### config.mk
export PLATFORM = sky130hd
export DESIGN_NAME = dmem_arbiter
export DESIGN_NICKNAME = d
export VERILOG_FILES = /design/src/rtl/dmem_arb_pkg.sv /design/src/rtl/dmem_arb_sel.sv /design/src/rtl/dmem_arbiter.sv
export SDC_FILE = /design/constraint.sdc
export NUM_CORES = 1
export LEC_CHECK = 0
export CORE_MARGIN = 3
export CORE_UTILIZATION = 36
export CTS_CLUSTER_SIZE = 40
export DETAILED_ROUTE_END_ITERATION = 10
export PLACE_DENSITY = 0.94
export SETUP_SLACK_MARGIN = 0.3
export SYNTH_ARGS = -nofsm -noshare
export SYNTH_HDL_FRONTEND = slang
export SYNTH_SLANG_ARGS = --single-unit
### constraint.sdc
create_clock -name CLK -period 2.4 [get_ports CLK]
set_clock_uncertainty 0.1 [all_clocks]
set_input_delay 0.48 -clock CLK [delete_from_list [all_inputs] [get_ports CLK]]
set_output_delay 0.48 -clock CLK [all_outputs]
set_load 0.02 [all_outputs]
### src/rtl/dmem_arb_pkg.sv
// Shared types and defaults for the D-memory arbiter (state encoding, owner ID, bus widths).
// Combinational helpers only; no latency or backpressure of its own.
package dmem_arb_pkg;

  localparam int AWIDTH_DEF = 12;
  localparam int DWIDTH_DEF = 32;
  localparam int BEWIDTH    = 4;

  typedef enum logic [1:0] {
    IDLE   = 2'd0,
    ACCESS = 2'd1,
    RESP   = 2'd2
  } state_t;

  typedef enum logic {
    OWN_M0 = 1'b0,
    OWN_M1 = 1'b1
  } owner_t;

  function automatic owner_t other_owner(input owner_t o);
    return (o == OWN_M0) ? OWN_M1 : OWN_M0;
  endfunction

endpackage

### src/rtl/dmem_arb_sel.sv
// Winner selection for two masters; zero latency. A loser simply sees no grant and must hold its request.
// DMEM_ARB_RR_EN: ties follow a toggling pointer, otherwise M0 always wins a tie.
module dmem_arb_sel
  import dmem_arb_pkg::*;
(
`ifdef DMEM_ARB_RR_EN
  input  logic   CLK,
  input  logic   RSTn,
`endif
  input  logic   gnt_en,
  input  logic   req0,
  input  logic   req1,
  output logic   gnt0,
  output logic   gnt1,
  output owner_t winner
);

  owner_t tie_owner;

`ifdef DMEM_ARB_RR_EN
  owner_t ptr_q;

  // After any grant the pointer favours the master that did not win.
  always_ff @(posedge CLK or negedge RSTn) begin
    if (!RSTn) begin
      ptr_q <= OWN_M0;
    end else if (gnt0 || gnt1) begin
      ptr_q <= other_owner(winner);
    end
  end

  assign tie_owner = ptr_q;
`else
  assign tie_owner = OWN_M0;
`endif

  always_comb begin
    winner = OWN_M0;
    if (req0 && req1) begin
      winner = tie_owner;
    end else if (req1) begin
      winner = OWN_M1;
    end
    gnt0 = gnt_en && req0 && (winner == OWN_M0);
    gnt1 = gnt_en && req1 && (winner == OWN_M1);
  end

endmodule

### src/rtl/dmem_arbiter.sv
// Two-master single-port SRAM arbiter: read GNT->RVALID 2 cycles, write GNT->SRAM edge 1 cycle, one access per 2 cycles.
// Backpressure by withholding GNT; optional round-robin tie-break with macro DMEM_ARB_RR_EN.
module dmem_arbiter
  import dmem_arb_pkg::*;
#(
  parameter int AWIDTH = AWIDTH_DEF,
  parameter int DWIDTH = DWIDTH_DEF
) (
  input  logic               CLK,
  input  logic               RSTn,
  input  logic               M0_REQ,
  input  logic               M0_WEN,
  input  logic [BEWIDTH-1:0] M0_BE,
  input  logic [AWIDTH-1:0]  M0_ADDR,
  input  logic [DWIDTH-1:0]  M0_WDATA,
  output logic               M0_GNT,
  output logic               M0_RVALID,
  output logic [DWIDTH-1:0]  M0_RDATA,
  input  logic               M1_REQ,
  input  logic               M1_WEN,
  input  logic [BEWIDTH-1:0] M1_BE,
  input  logic [AWIDTH-1:0]  M1_ADDR,
  input  logic [DWIDTH-1:0]  M1_WDATA,
  output logic               M1_GNT,
  output logic               M1_RVALID,
  output logic [DWIDTH-1:0]  M1_RDATA,
  output logic               MEM_CSN,
  output logic               MEM_WEN,
  output logic [BEWIDTH-1:0] MEM_BE,
  output logic [AWIDTH-1:0]  MEM_ADDR,
  output logic [DWIDTH-1:0]  MEM_DOUT,
  input  logic [DWIDTH-1:0]  MEM_DI
);

  state_t              state_q, state_d;
  logic                cmd_wen;
  logic [BEWIDTH-1:0]  cmd_be;
  logic [AWIDTH-1:0]   cmd_addr;
  logic [DWIDTH-1:0]   cmd_wdata;
  owner_t              cmd_owner;

  logic                gnt_en, gnt0, gnt1, any_gnt;
  owner_t              winner;

  // Gating with RSTn keeps the combinational grant low while reset is held.
  assign gnt_en  = RSTn && (state_q != ACCESS);
  assign any_gnt = gnt0 || gnt1;
  assign M0_GNT  = gnt0;
  assign M1_GNT  = gnt1;

  dmem_arb_sel u_sel (
`ifdef DMEM_ARB_RR_EN
    .CLK    (CLK),
    .RSTn   (RSTn),
`endif
    .gnt_en (gnt_en),
    .req0   (M0_REQ),
    .req1   (M1_REQ),
    .gnt0   (gnt0),
    .gnt1   (gnt1),
    .winner (winner)
  );

  always_ff @(posedge CLK or negedge RSTn) begin
    if (!RSTn) begin
      state_q <= IDLE;
    end else begin
      state_q <= state_d;
    end
  end

  always_comb begin
    state_d = state_q;
    case (state_q)
      IDLE, RESP: state_d = any_gnt ? ACCESS : IDLE;
      ACCESS:     state_d = cmd_wen ? RESP : IDLE;
      default:    state_d = IDLE;
    endcase
  end

  always_ff @(posedge CLK or negedge RSTn) begin
    if (!RSTn) begin
      cmd_wen   <= 1'b1;
      cmd_be    <= '0;
      cmd_addr  <= '0;
      cmd_wdata <= '0;
      cmd_owner <= OWN_M0;
    end else if (any_gnt) begin
      cmd_owner <= winner;
      if (winner == OWN_M0) begin
        cmd_wen   <= M0_WEN;
        cmd_be    <= M0_BE;
        cmd_addr  <= M0_ADDR;
        cmd_wdata <= M0_WDATA;
      end else begin
        cmd_wen   <= M1_WEN;
        cmd_be    <= M1_BE;
        cmd_addr  <= M1_ADDR;
        cmd_wdata <= M1_WDATA;
      end
    end
  end

  // Address and data follow the command registers; only CSN/WEN/BE qualify the access.
  always_comb begin
    MEM_CSN = 1'b1;
    MEM_WEN = 1'b1;
    MEM_BE  = '0;
    if (state_q == ACCESS) begin
      MEM_CSN = 1'b0;
      MEM_WEN = cmd_wen;
      MEM_BE  = cmd_be;
    end
  end

  assign MEM_ADDR = cmd_addr;
  assign MEM_DOUT = cmd_wdata;

  assign M0_RVALID = (state_q == RESP) && (cmd_owner == OWN_M0);
  assign M1_RVALID = (state_q == RESP) && (cmd_owner == OWN_M1);
  assign M0_RDATA  = M0_RVALID ? MEM_DI : '0;
  assign M1_RDATA  = M1_RVALID ? MEM_DI : '0;

endmodule

==> impl_results.md, run 1 <==
* Outcome: finished, final reports clean
* Crit-path max FO at 33
* Cells on worst reg2reg path at 5
* WP data required at 1.82 ns
* Fraction of layout cells with a size suffix above 1 at 0.288
* CTS sink count at 52
* DR iter-0 viols at 73
* First-pass DRT Iterations at 4
* Hold Fails Final Rpt at 0
* Flop2flop setup slack at 0.77 ns
* Max VDD drop at 0.441 mV
* Via count at 2847
* Vias in the first global route at 3053
* Top post-synthesis cells by area: dfrtp_1 (42%), mux2_1 (18%), mux2_2 (18%)
* Synth top area share at 0.416
* NetSw at 0.977 mW
* Synth Warn # at 0
* Residual DRC at 0
* DP Worst Slack at -0.0922 ns
* Die footprint at 9660 um2
* Core area at 8260 um2
* Routed Antenna Nets at 0
* Final Net Count at 636
* H-tree lvl count at 2
* Syn Nets at 383
* Die Width at 98.3 um
* Rows at 33
* RD Place Congestion at 0.932
* Multi-input gate area at 1640 um2
* Crit. End Element: output port
* Area leader, netlist: dfrtp_1
* Leakage at 2.44 nW
* Seq/Total Area, Yosys at 0.425
* Clock latency on the worst-skew pair at 0.29 ns
* Clock Tree Buf Depth at 2
* Clock group share of total power at 0.170
* Total grt overflow at 0
* Sw frac at 0.321
* Register share of total power at 0.384
* DP Cell Count at 597
* Post-CTS Hold Buffers at 0
* Worst Max-Slew Pin Slew at 0.689 ns
* Clk slew on worst S/H paths at 0.09 ns
* Synthesized area per cell at 12.3 um2
* Final instance area at 5670 um2
* Hold crit path type: in -> async
* Min Tclk post-route at 2.19 ns
* Final cell count without fillers at 609
* Setup TNS at 0 ns
* Initial Util at 0.371
* Flops & latches, synth at 52
* Vias per cell at 4.67
* Worst R2R Start: state_q[0]$_DFF_PN0_
* Chip height at 98.3 um
* CP Launch Type: flop
* Setup violators final at 0
* Final period utilization at 0.912
* First-pass GRT wire length at 16.0 mm
* RSZ-0062 raised after global routing: yes
* Area grow syn2layout at 85.0%
* Hpwl dp at 8.61 mm
* Rel. slew slack at 0.541
* Worst setup path class: reg -> out
* Internal at 2.07 mW
* IO Pins at 252
* Number of port buffers at 251
* Endpoint of the worst register-to-register path: MEM_ADDR[3]$_DFFE_PN0P_
* Num CTS Buffers at 5
* Fmax at 0.457 GHz
* Final setup margin at 0.212 ns
* Cell Area, Placed at 5680 um2
* CTS tree: yes
* Pin count of the biggest net entering global routing at 54
* Worst setup endpoint: M1_RDATA[5]
* Netlist cell types at 18
* Power per cell area at 538 nW/um2
* CP startpoint: state_q[0]$_DFF_PN0_
* Fill cells at 632
* Routed WL per cell at 17.1 um
* Tot GR Track Use at 0.207
* Max Cap Viol at 0
* Max Slew Vio Count at 0
* Mapped Area at 3060 um2
* Root Buffer Master: clkbuf_8
* Critical Path AT at 1.61 ns
* Antenna violations before repair at 1
* Routed WL at 10.4 mm
* Post-Syn Instances at 249
* Combinational power share at 0.446
* Register Area at 1300 um2
## layout by cell type (no fill, tap or decap), types with 6 or more instances in the layout
master	count
clkdlybuf4s15_2	31
and2_1	69
buf_2	34
dlygate4sd2_1	6
clkbuf_8	6
buf_4	8
mux2_1	49
clkdlybuf4s50_1	176
dfrtp_1	51
mux2_2	49
## logic make-up (layout without fill, tap and decap cells)
family	Yosys count	after routing	share of synthesized area
buffers and inverters	18	272	0.0470
AO/OA/AOI/OAI	2	2	0.00613
multiplexers	98	98	0.360
flip-flops	52	52	0.425
other	0	1	0
AND/OR/NAND/NOR	79	79	0.162
## critical path, stage by stage (launching register included)
cell and delay [ns]:
dfrtp_1 0.44, buf_4 0.16, and3b_2 0.25, buf_12 0.16, and2_1 0.14, buf_2 0.16
## per-layer routing
layer  track usage  vias to the layer above  wire [um]
met5             0                        -          0
met4        0.0683                        0        214
met3        0.0543                       16        852
met2         0.408                      140       5880
met1         0.208                     1341       3490
li1              -                     1350          -
## how the worst min path moves through the flow
stage	start	slack, ns	end	cells past startpoint
after floorplan	RSTn	0.08	MEM_ADDR[0]$_DFFE_PN0P_	0
after global placement	state_q[0]$_DFF_PN0_	0.37	state_q[0]$_DFF_PN0_	1
after detailed placement	cmd_be[0]$_DFFE_PN0P_	0.39	cmd_be[0]$_DFFE_PN0P_	1
after CTS	RSTn	0.33	cmd_be[3]$_DFFE_PN0P_	2
after global routing	RSTn	0.36	MEM_ADDR[10]$_DFFE_PN0P_	2
final	RSTn	0.31	MEM_DOUT[14]$_DFFE_PN0P_	2
## registers in the layout (all words and copies together), names as in the netlist
name,cells
MEM_ADDR,12
cmd_be,4
cmd_owner,1
state_q,2
MEM_DOUT,32
cmd_wen,1
## final cells by class
cell class	count	share of cell area
antenna	1	0.000441
sequential	52	0.230
tap	105	0.0232
clock buffer	6	0.0146
timing repair buffer	263	0.440
clock inverter	2	0.00177
inverter	1	0.000662
multi-input combinational	179	0.290
## power groups by stage
stage | Combinational [mW] | Clock, mW | Sequential (mW)
finish | 1.36 | 0.518 | 1.17
global route | 1.44 | 0.566 | 1.19
CTS | 1.37 | 0.539 | 1.17
detailed placement | 1.40 | 0 | 1.19
global placement | 1.36 | 0 | 1.17
floorplan | 0.418 | 0 | 1.38
## timing repair
action	in CTS	in global routing
endpoints found under the setup margin	103	69
hold endpoints to repair	0	0
buffers inserted	1	2
pin swaps	1	0
gates resized for setup	242	9
## synth_stat cells
cell type,instances
mux2_1,49
and3b_1,1
clkbuf_1,6
nor2_1,3
nand2b_1,2
and3_1,1
dfrtp_1,51
buf_6,10
buf_2,1
nor3b_1,1
o211ai_2,1
inv_1,1
nand2_1,1
nor2b_4,1
and2_1,69
a31oi_1,1
mux2_2,49
dfstp_2,1
## per-stage QoR
stage / util / hold WS, ns / total power [mW]
after CTS: 0.684 / 0.334 / 3.08
final: 0.687 / 0.314 / 3.05
after detailed placement: 0.688 / 0.388 / 2.58
after floorplan: - / 0.0844 / 1.80
after global placement: 0.688 / 0.372 / 2.53
after global routing: 0.687 / 0.359 / 3.20
(Power assumes the default switching activity.)
==> run 2: changes to the inputs <==
--- a/config.mk
+++ b/config.mk
@@ -9,6 +9,7 @@
 export CORE_UTILIZATION = 36
 export CTS_CLUSTER_SIZE = 40
 export DETAILED_ROUTE_END_ITERATION = 10
+export HOLD_SLACK_MARGIN = 0.06
 export PLACE_DENSITY = 0.94
 export SETUP_SLACK_MARGIN = 0.3
 export SYNTH_ARGS = -nofsm -noshare
==> results of run 2 <==
Same layout as run 1: the final DEF is identical, and so are final timing and power.
==> run 3: changes to the inputs <==
--- a/config.mk
+++ b/config.mk
@@ -10,7 +10,7 @@
 export CTS_CLUSTER_SIZE = 40
 export DETAILED_ROUTE_END_ITERATION = 10
 export HOLD_SLACK_MARGIN = 0.06
-export PLACE_DENSITY = 0.94
+export PLACE_DENSITY = 0.9
 export SETUP_SLACK_MARGIN = 0.3
 export SYNTH_ARGS = -nofsm -noshare
 export SYNTH_HDL_FRONTEND = slang
==> constraint.sdc (replaced) <==
create_clock -name CLK -period 2.83 [get_ports CLK]
set_clock_uncertainty 0.1 [all_clocks]
set_input_delay 0.566 -clock CLK [delete_from_list [all_inputs] [get_ports CLK]]
set_output_delay 0.566 -clock CLK [all_outputs]
set_load 0.02 [all_outputs]
==> impl_results.md, run 3 (synthesis results as in run 1) <==
* Final period utilization at 0.872
* Post-CTS Setup Inserts at 0 (was 1)
* Num CTS Buffers at 5 (unchanged)
* RD Place Congestion at 0.947 (was 0.932)
* Pin count of the biggest net entering global routing at 54 (unchanged)
* Most common cell after layout, fill and taps aside: clkdlybuf4s50_1 (unchanged)
* CTS sink count at 52 (unchanged)
* Critical Path AT at 1.80 ns (was 1.61 ns)
* Clock Tree Buf Depth at 2 (unchanged)
* Fill cells at 654 (was 632)
* Root Buffer Master: clkbuf_8 (unchanged)
* Fmax at 0.405 GHz
* Final setup margin at 0.361 ns (was 0.212 ns)
* Max VDD drop at 0.333 mV (was 0.441 mV)
* IO Pins at 252 (unchanged)
* Antenna violations before repair at 0 (was 1)
* Crit-path max FO at 17 (was 33)
* Worst Max-Slew Pin Slew at 0.669 ns (was 0.689 ns)
* Max Slew Vio Count at 0 (unchanged)
* Clk slew on worst S/H paths at 0.09 ns (about the same)
* Setup violators final at 0 (unchanged)
* Die footprint at 9660 um2 (unchanged)
* Total grt overflow at 0 (unchanged)
* First-pass DRT Iterations at 4 (unchanged)
* Slowest cell on crit path: clkdlybuf4s50_1 (was dfrtp_1)
* Fraction of layout cells with a size suffix above 1 at 0.139 (was 0.288)
* Area grow syn2layout at 86.1% (was 85.0%)
* Leakage at 2.74 nW (was 2.44 nW)
* Via count at 2787 (was 2847)
* RSZ-0062 raised after global routing: no (was yes)
* Max reg flops at 32 (unchanged)
* Core area at 8260 um2 (unchanged)
* Clock latency on the worst-skew pair at 0.29 ns (about the same)
* # diodes at 0 (was 1)
* CTS tree: yes (unchanged)
* Final Net Count at 631 (was 636)
* Hold Fails Final Rpt at 0 (unchanged)
* Outcome: finished, final reports clean (unchanged)
* CP Launch Type: flop (unchanged)
* Crit. End Element: output port (unchanged)
* Worst setup path class: reg -> out (unchanged)
* PnR Total Power at 2.58 mW (was 3.05 mW)
* Tot GR Track Use at 0.202 (was 0.207)
* Hpwl dp at 8.40 mm (was 8.61 mm)
* Number of port buffers at 251 (unchanged)
* Slowest stage delay, CP at 0.61 ns (was 0.44 ns)
* Chip height at 98.3 um (unchanged)
* Min Tclk post-route at 2.47 ns
* Routed WL at 10.1 mm (was 10.4 mm)
* Residual DRC at 0 (unchanged)
* WP data required at 2.16 ns (was 1.82 ns)
* DP Worst Slack at 0.175 ns (was -0.0922 ns)
* Rows at 33 (unchanged)
* Setup TNS at 0 ns (unchanged)
* Die Width at 98.3 um (unchanged)
* Power per cell area at 453 nW/um2 (was 538 nW/um2)
* DR iter-0 viols at 20 (was 73)
* H-tree lvl count at 2 (unchanged)
* Routed Antenna Nets at 0 (unchanged)
* First-pass GRT wire length at 15.7 mm (was 16.0 mm)
* Vias in the first global route at 3057 (was 3053)
* Worst-path cell chain: nor3b_2, buf_6, clkdlybuf4s50_1 (was buf_4, and3b_2, buf_12, and2_1, buf_2)
* Initial Util at 0.371 (unchanged)
* Hold crit path type: reg -> reg (was in -> async)
* Routed WL per cell at 16.7 um (was 17.1 um)
* Critical path's top delay family: buffers and inverters (unchanged)
* Rel. slew slack at 0.554 (was 0.541)
* Max Cap Viol at 0 (unchanged)
* Commonest non-fill, non-tap cells in the layout: clkdlybuf4s50_1 (183), and2_1 (69), dlygate4sd2_1 (58), dfrtp_1 (51) (was clkdlybuf4s50_1 (176), and2_1 (69), dfrtp_1 (51), mux2_1 (49), mux2_2 (49))
* Buf/Inv on CP at 2 (was 3)
* Vias per cell at 4.62 (was 4.67)
run 3: worst paths after layout:
path                                    startpoint                  endpoint  slack (ns)  cells past startpoint
max                           state_q[0]$_DFF_PN0_                 M0_RVALID        0.36                      3
min                        MEM_ADDR[4]$_DFFE_PN0P_   MEM_ADDR[4]$_DFFE_PN0P_        0.41                      1
max reg2reg                   state_q[0]$_DFF_PN0_   MEM_DOUT[3]$_DFFE_PN0P_        1.02                      5
min reg2reg                MEM_ADDR[4]$_DFFE_PN0P_   MEM_ADDR[4]$_DFFE_PN0P_        0.41                      1
max in group asynchronous                     RSTn  MEM_DOUT[14]$_DFFE_PN0P_        1.78                      2
min in group asynchronous                     RSTn  MEM_DOUT[22]$_DFFE_PN0P_        0.42                      2
run 3: repair_timing:
item / CTS / global route
cloned: 1 / 0
endpoints found under the setup margin: 66 / 25
resized for setup: 60 / 11
pin swaps: 0 / 0
hold buffers: 0 / 0
run 3: final cells by class:
class | count | area [um2] | area share
timing repair buffer | 258 | 2530 | 0.444
sequential | 52 | 1300 | 0.228
multi-input combinational | 179 | 1630 | 0.287
inverter | 1 | 3.75 | 0.000658
clock buffer | 8 | 100 | 0.0176
tap | 105 | 131 | 0.0230
run 3: where the power goes:
group          internal (mW)  switching, mW
logic                  0.646          0.498
clock network          0.224          0.225
registers              0.907         0.0827
total                   1.78          0.806
run 3: metrics by stage:
step	cells	instance area, um2	utilization	hold slack, ns
after floorplan	249	3060	-	0.170
after global placement	594	5640	0.683	0.375
after detailed placement	594	5640	0.683	0.394
after CTS	603	5680	0.687	0.414
after global routing	603	5700	0.690	0.421
final	603	5700	0.690	0.410
run 3: routing by layer:
| metal | global-route usage | up-vias | routed length (um) |
|---|---|---|---|
| li1 | - | 1337 | - |
| met1 | 0.206 | 1306 | 3410 |
| met2 | 0.411 | 138 | 5820 |
| met3 | 0.0500 | 6 | 772 |
| met4 | 0.0378 | 0 | 91 |
| met5 | 0 | - | 0 |
